===== src/rtl/cnte_gen_if.sv =====
// rtl/cnte_gen_if.sv - control and status bundle for the cnte_gen enabled counter
interface cnte_gen_if #(
  parameter int WIDTH = 3
);
  logic             clear;
  logic             load;
  logic [WIDTH-1:0] load_val;
  logic             cnten;
  logic             up;
  logic [WIDTH-1:0] count;
  logic             zero;
  logic             at_max;
  logic             wrap;

  modport master (
    output clear, load, load_val, cnten, up,
    input  count, zero, at_max, wrap
  );

  modport slave (
    input  clear, load, load_val, cnten, up,
    output count, zero, at_max, wrap
  );
endinterface


===== src/rtl/cnte_gen.sv =====
// rtl/cnte_gen.sv - parametrised up/down enabled counter with modulus, load, clear and wrap/saturate
module cnte_gen #(
  parameter int               WIDTH    = 3,
  parameter logic [WIDTH-1:0] MAXVAL   = {WIDTH{1'b1}},
  parameter bit               SATURATE = 1'b0
) (
  input logic      clk,
  input logic      reset,
  cnte_gen_if.slave bus
);
  logic [WIDTH-1:0] count_q, count_d;
  logic             wrap_q, wrap_d;

  // Limits are compared explicitly so a modulus below 2**WIDTH-1 never relies on overflow.
  always_comb begin
    count_d = count_q;
    wrap_d  = 1'b0;
    if (bus.clear) begin
      count_d = '0;
    end else if (bus.load) begin
      count_d = (bus.load_val > MAXVAL) ? MAXVAL : bus.load_val;
    end else if (bus.cnten) begin
      if (bus.up) begin
        if (count_q == MAXVAL) begin
          wrap_d  = 1'b1;
          count_d = SATURATE ? count_q : '0;
        end else begin
          count_d = count_q + WIDTH'(1);
        end
      end else begin
        if (count_q == '0) begin
          wrap_d  = 1'b1;
          count_d = SATURATE ? count_q : MAXVAL;
        end else begin
          count_d = count_q - WIDTH'(1);
        end
      end
    end
  end

  always_ff @(posedge clk) begin
    if (reset) begin
      count_q <= '0;
      wrap_q  <= 1'b0;
    end else begin
      count_q <= count_d;
      wrap_q  <= wrap_d;
    end
  end

  assign bus.count  = count_q;
  assign bus.zero   = (count_q == '0);
  assign bus.at_max = (count_q == MAXVAL);
  assign bus.wrap   = wrap_q;
endmodule


===== src/flat_wrapper.sv =====
// flat-port wrapper written by rule: the top's interface ports become plain ports
module cnte_gen_flat 
#(
  parameter int               WIDTH    = 3,
  parameter logic [WIDTH-1:0] MAXVAL   = {WIDTH{1'b1}},
  parameter bit               SATURATE = 1'b0
)
  (clk, reset, bus_clear, bus_load, bus_load_val, bus_cnten, bus_up, bus_count, bus_zero, bus_at_max, bus_wrap);
  cnte_gen_if #(.WIDTH(WIDTH)) bus_i ();
  input logic clk;
  input logic reset;
  input wire logic [$bits(bus_i.clear)-1:0] bus_clear;
  input wire logic [$bits(bus_i.load)-1:0] bus_load;
  input wire logic [$bits(bus_i.load_val)-1:0] bus_load_val;
  input wire logic [$bits(bus_i.cnten)-1:0] bus_cnten;
  input wire logic [$bits(bus_i.up)-1:0] bus_up;
  output wire logic [$bits(bus_i.count)-1:0] bus_count;
  output wire logic [$bits(bus_i.zero)-1:0] bus_zero;
  output wire logic [$bits(bus_i.at_max)-1:0] bus_at_max;
  output wire logic [$bits(bus_i.wrap)-1:0] bus_wrap;
  assign bus_i.clear = bus_clear;
  assign bus_i.load = bus_load;
  assign bus_i.load_val = bus_load_val;
  assign bus_i.cnten = bus_cnten;
  assign bus_i.up = bus_up;
  assign bus_count = bus_i.count;
  assign bus_zero = bus_i.zero;
  assign bus_at_max = bus_i.at_max;
  assign bus_wrap = bus_i.wrap;
  cnte_gen #(.WIDTH(WIDTH), .MAXVAL(MAXVAL), .SATURATE(SATURATE)) u_core (.clk(clk), .reset(reset), .bus(bus_i));
endmodule

===== config.mk =====
export PLATFORM = sky130hd
export DESIGN_NAME = cnte_gen_flat
export DESIGN_NICKNAME = d
export VERILOG_FILES = /design/src/rtl/cnte_gen_if.sv /design/src/rtl/cnte_gen.sv /design/src/flat_wrapper.sv
export SDC_FILE = /design/constraint.sdc
export NUM_CORES = 1
export LEC_CHECK = 0
export ABC_AREA = 1
export BUFFER_PORTS_ARGS = -buffer_cell sky130_fd_sc_hd__buf_2
export CAP_MARGIN = 15
export CELL_PAD_IN_SITES_DETAIL_PLACEMENT = 1
export CELL_PAD_IN_SITES_GLOBAL_PLACEMENT = 1
export CORE_AREA = 2 2 39 41
export DETAILED_ROUTE_END_ITERATION = 10
export DIE_AREA = 0 0 41 43
export GPL_TIMING_DRIVEN = 0
export PLACE_DENSITY_LB_ADDON = 0.1
export SLEW_MARGIN = 20
export SYNTH_ARGS = -nofsm -noshare
export SYNTH_HDL_FRONTEND = slang
export SYNTH_SLANG_ARGS = --single-unit
export TNS_END_PERCENT = 5

===== constraint.sdc =====
create_clock -name clk -period 2.4 [get_ports clk]
set_clock_uncertainty 0.1 [all_clocks]
set_input_delay 0.24 -clock clk [delete_from_list [all_inputs] [get_ports clk]]
set_output_delay 0.24 -clock clk [all_outputs]
set_load 0.05 [all_outputs]

# ---- After elaboration in Yosys (flattened, before gate mapping)
# Cells that the tools add are included.
dict set report word_totals {
  in_bits 9
  mem_count 0
  latch_bits 0
  wordCells 20
  mem_bits_rw 0
  romBits 0
  out_inout_bits 6
  regBits 4
}
dict set report op_classes {
  muxes 9
  n_reduce_logical 4
  n_eq_ne 1
  mul 0
  n_shift 0
  n_addsub 2
  div 0
  n_lt_le_gt_ge 1
  n_bitwise 1
}
# operator n
set op_table {}
lappend op_table {{3-bit 2-to-1 mux} 6}
lappend op_table {{4-bit OR reduction} 1}
lappend op_table {{3-bit by 1-bit adder with 3-bit output (second input constant)} 1}
lappend op_table {{3-bit == test (second input constant)} 1}
lappend op_table {{3-bit > comparator (second input constant)} 1}
lappend op_table {{3-bit zero test} 1}
lappend op_table {{1-bit 2-to-1 mux} 3}
lappend op_table {{3-bit by 1-bit subtractor with 3-bit output (second input constant)} 1}
lappend op_table {{2-bit nonzero test} 1}
lappend op_table {{2-bit OR reduction} 1}
lappend op_table {{1-bit NOT} 1}

# ---- Logic depth before layout (Yosys ltp)
dict set report depth {
  depth_word 5
  ltp_mapped 7
  ltp_nobuf 7
}

# ---- Worst setup path after synthesis
# Ideal clock, no wire load.
dict set report synth_path {
  path_type {reg-to-reg}
  from {register u_core.count_q[0], in the netlist u_core.bus.count[0]}
  to {register u_core.count_q[1], in the netlist u_core.bus.count[1]}
  arrival_time_ns 1.669
  required_ns 2.187
  stages_incl_launch_ff 8
  setup_ns 0.113
  path_buffers 0
  path_slack_ns 0.518
  period_less_slack_ns 1.882
  path_cell_list {dfxtp_1 -> inv_1 -> ha_1 -> ha_1 -> nor2_1 -> nand2_1 -> nand3_1 -> nand2_1}
}
dict set report synth_between {
  elab_chain_len 5
  word_cells_on_any_way 9
  classes_between {add/sub (2); eq/ne (1); mux (5); reduce/logical (1)}
}
# element line_no
set synth_lines {}
lappend synth_lines {{start: declaration} cnte_gen.sv:11} ;# logic [WIDTH-1:0] count_q, count_d;
lappend synth_lines {{start signal: assignment} cnte_gen.sv:46} ;# count_q <= count_d;
lappend synth_lines {{3-bit zero test} -}
lappend synth_lines {{net bus_zero} flat_wrapper.sv:18} ;# output wire logic [$bits(bus_i.zero)-1:0] bus_zero;
lappend synth_lines {{3-bit 2-to-1 mux} cnte_gen.sv:31} ;# if (count_q == '0) begin
lappend synth_lines {{3-bit 2-to-1 mux} cnte_gen.sv:23} ;# if (bus.up) begin
lappend synth_lines {{3-bit 2-to-1 mux} cnte_gen.sv:22} ;# end else if (bus.cnten) begin
lappend synth_lines {{3-bit 2-to-1 mux} cnte_gen.sv:20} ;# end else if (bus.load) begin
# The timed path passes the listed nets, and every way through them passes these cells. The select of a mux whose other input is x is not followed.
# A chain may end at the register's enable or synchronous reset.

# ---- Final worst setup path
dict set report layout_path {
  from {register u_core.count_q[0], in the netlist u_core.bus.count[0]}
  to {output bus_zero}
}
dict set report layout_between {
  elab_chain_len 1
}
# element line_no
set layout_lines {}
lappend layout_lines {{3-bit zero test} cnte_gen.sv:52} ;# assign bus.zero = (count_q == '0);
lappend layout_lines {{end: declaration} flat_wrapper.sv:18}
# Every way passes these cells.

==> impl_metrics.toml <==
[outcome]
outcome = "complete, no violations"

[detailed_routing]
wire_per_inst_microns = 9.150
drt_pass1_iterations = 1
finalWirelength_microns = 732
drt_iter0_drc = 0
vias = 343
vias_per_cell = 4.288
drc = 0
ant_nets = 0

[setup_path]
crit_arrival_ns = 1.30
path_class = "flip-flop to primary output"
crit_family = "adder cells"
crit_path_max_incr_delay_ns = 0.37
crit_slowest_cell = "dfxtp_1"
cp.buffers_inverters = 2
worstPathCellList = "inv_1 > ha_1 > ha_1 > buf_2"
cpMostUsedCell = "ha_1"
worstSetupEndpointType = "primary output"
cp-start-kind = "flip-flop"
cp_max_fo = 4
cp.required_ns = 2.06

[place]
port_buffers = 14
gp_congestion = 0.6809
pre_cts_slack_ns = 0.9945
dp_hpwl_microns = 650.5
placed_area_sq_um = 390.4
placed_cells = 77

[floorplanning]
dieWidth_microns = 41
dieArea_sq_um = 1763
core_sq_um = 1384
dieHeight_microns = 43
initial_utilization = 0.2170
io_pins = 15
row_count = 14

[timing]
tns_ns = 0
finalSetupViolCount = 0
rsz0062_at_grt = "no"
setup_slack_ns = 0.7638
min_period_ns = 1.636
slew_viol_final = 0
fmax_ghz = 0.6112
worstMarginPinSlew_ns = 0.2508
hold_slack_ns = 0.1763
fin_crit_sh = 0.6818
hold_viol = 0
slew_headroom = 0.8339

[yosys]
ys_warn_count = 0
async_flop_share = 0
yosysMostFrequentCell = "nand2_1"
ys_ff_latch = 4
synth_nets = 60
synth_common_cells = "16 x nand2_1, 10 x inv_1, 4 x dfxtp_1, 4 x ha_1, 3 x nand3_1"
ys_seq_area_frac = 0.2667
synth-edff-count = 0
synth_area_sq_um = 300.3
ys_types = 12
avgSynthCellArea_sq_um = 6.389
netlist_top_cells_area = "dfxtp_1 27%, nand2_1 20%, ha_1 17%"
yosys.area.top_type = "dfxtp_1"
synth_top_area_share = 0.2667
synth-main-ff-cell = "dfxtp_1"
synthCells = 47

[grt]
antenna_found_initial = 0
grt_max_degree = 7
grtUsageTotal = 0.1053
grt.overflow.total = 0
gr-usage-met2 = 0.1563
grtUsageMet1 = 0.1282
grt-busiest-layer = "met2"
use_met3 = 0.07853
grt_pass1_vias = 323
grt_pass1_wl_mm = 1.214

[clock_tree]
numCtsBuffers = 3
cts_resized = 0
htree_levels = 1
clk_latency_ns = 0.24
root_buffer = "clkbuf_4"
hold_buffers = 0
cts_setup_buffers = 0
cts_tree = "yes"
clkTransAtPathRegs_ns = 0.03
cts_buffer_depth = 2
cts.sinks = 4

[worst_hold_path]
min_path_type = "input port to flip-flop"

[finish]
syn_to_final_growth_pct = 37.50
drive_above_1_share = 0.3125
finalInstanceArea_sq_um = 412.9
postLayoutCoreUtil = 0.2984
final_cells = 80
antenna_cells = 0
nNetsFinal = 79

[power_and_ir_drop]
total_power_mw = 0.2083
p_leak_nw = 0.2336
ir_drop_mv = 0.3578
power_density_nw_per_um2 = 504.5

[run]
max-cap-violations = 0
## worst paths after layout
| path | slack, ns | from | to | cells after the start |
|---|---|---|---|---|
| worst max-delay path | 0.76 | u_core.bus.count[0]$_SDFFE_PP0P_ | bus_zero | 4 |
| worst max register to register | 1.02 | u_core.bus.count[0]$_SDFFE_PP0P_ | u_core.bus.count[2]$_SDFFE_PP0P_ | 6 |
| worst min register to register | 0.49 | u_core.bus.count[1]$_SDFFE_PP0P_ | u_core.bus.count[1]$_SDFFE_PP0P_ | 4 |
| worst min-delay path | 0.18 | bus_clear | u_core.bus.count[0]$_SDFFE_PP0P_ | 4 |
## routing by layer
metal,share of wire,up-vias
met3,0.10,0
li1,-,176
met2,0.48,16
met4,0,0
met1,0.42,151
met5,0,-
## state kept, by name (all words and copies together) (netlist names)
name and cells:
u_core.bus.wrap 1, u_core.bus.count 3
## worst register-to-register path, stage by stage, from the launching register on
cell,delay [ns]
dfxtp_1,0.37
inv_1,0.08
ha_1,0.20
ha_1,0.27
nand2_1,0.07
nand3_1,0.07
a21oi_1,0.16
## power breakdown
group | internal, mW | switching, mW
Combinational | 0.0174 | 0.0362
Clock | 0.0559 | 0.0268
Sequential | 0.0695 | 0.00252
Total | 0.143 | 0.0655
## cell type report
type / count / area [sq um]
clock buffers: 3 / 22.52
well taps: 16 / 20.02
multi-input cells: 32 / 178.9
fillers: 185 / 970.9
flip-flops and latches: 4 / 80.08
inverters: 11 / 41.29
repair buffers: 14 / 70.07
## layout by cell type (no fill, tap or decap), drive strengths merged
cell type / netlist / final
nand2: 16 / 16
buf: 0 / 14
inv: 10 / 10
nor2: 5 / 5
ha: 4 / 4
dfxtp: 4 / 4
nand3: 3 / 3
clkbuf: 0 / 3
a21oi: 2 / 2
clkinv: 1 / 1
o21ai: 1 / 1
a211oi: 1 / 1
## cell families (layout without fill, tap and decap cells)
family,Yosys count,count (layout),synth area share
buffers and inverters,11,28,0.1375
AO/OA/AOI/OAI,4,4,0.07499
adder cells (fa/ha/maj),4,4,0.1667
AND/OR/NAND/NOR,24,24,0.3542
flip-flops,4,4,0.2667
Power figures use the tool's default switching activity.
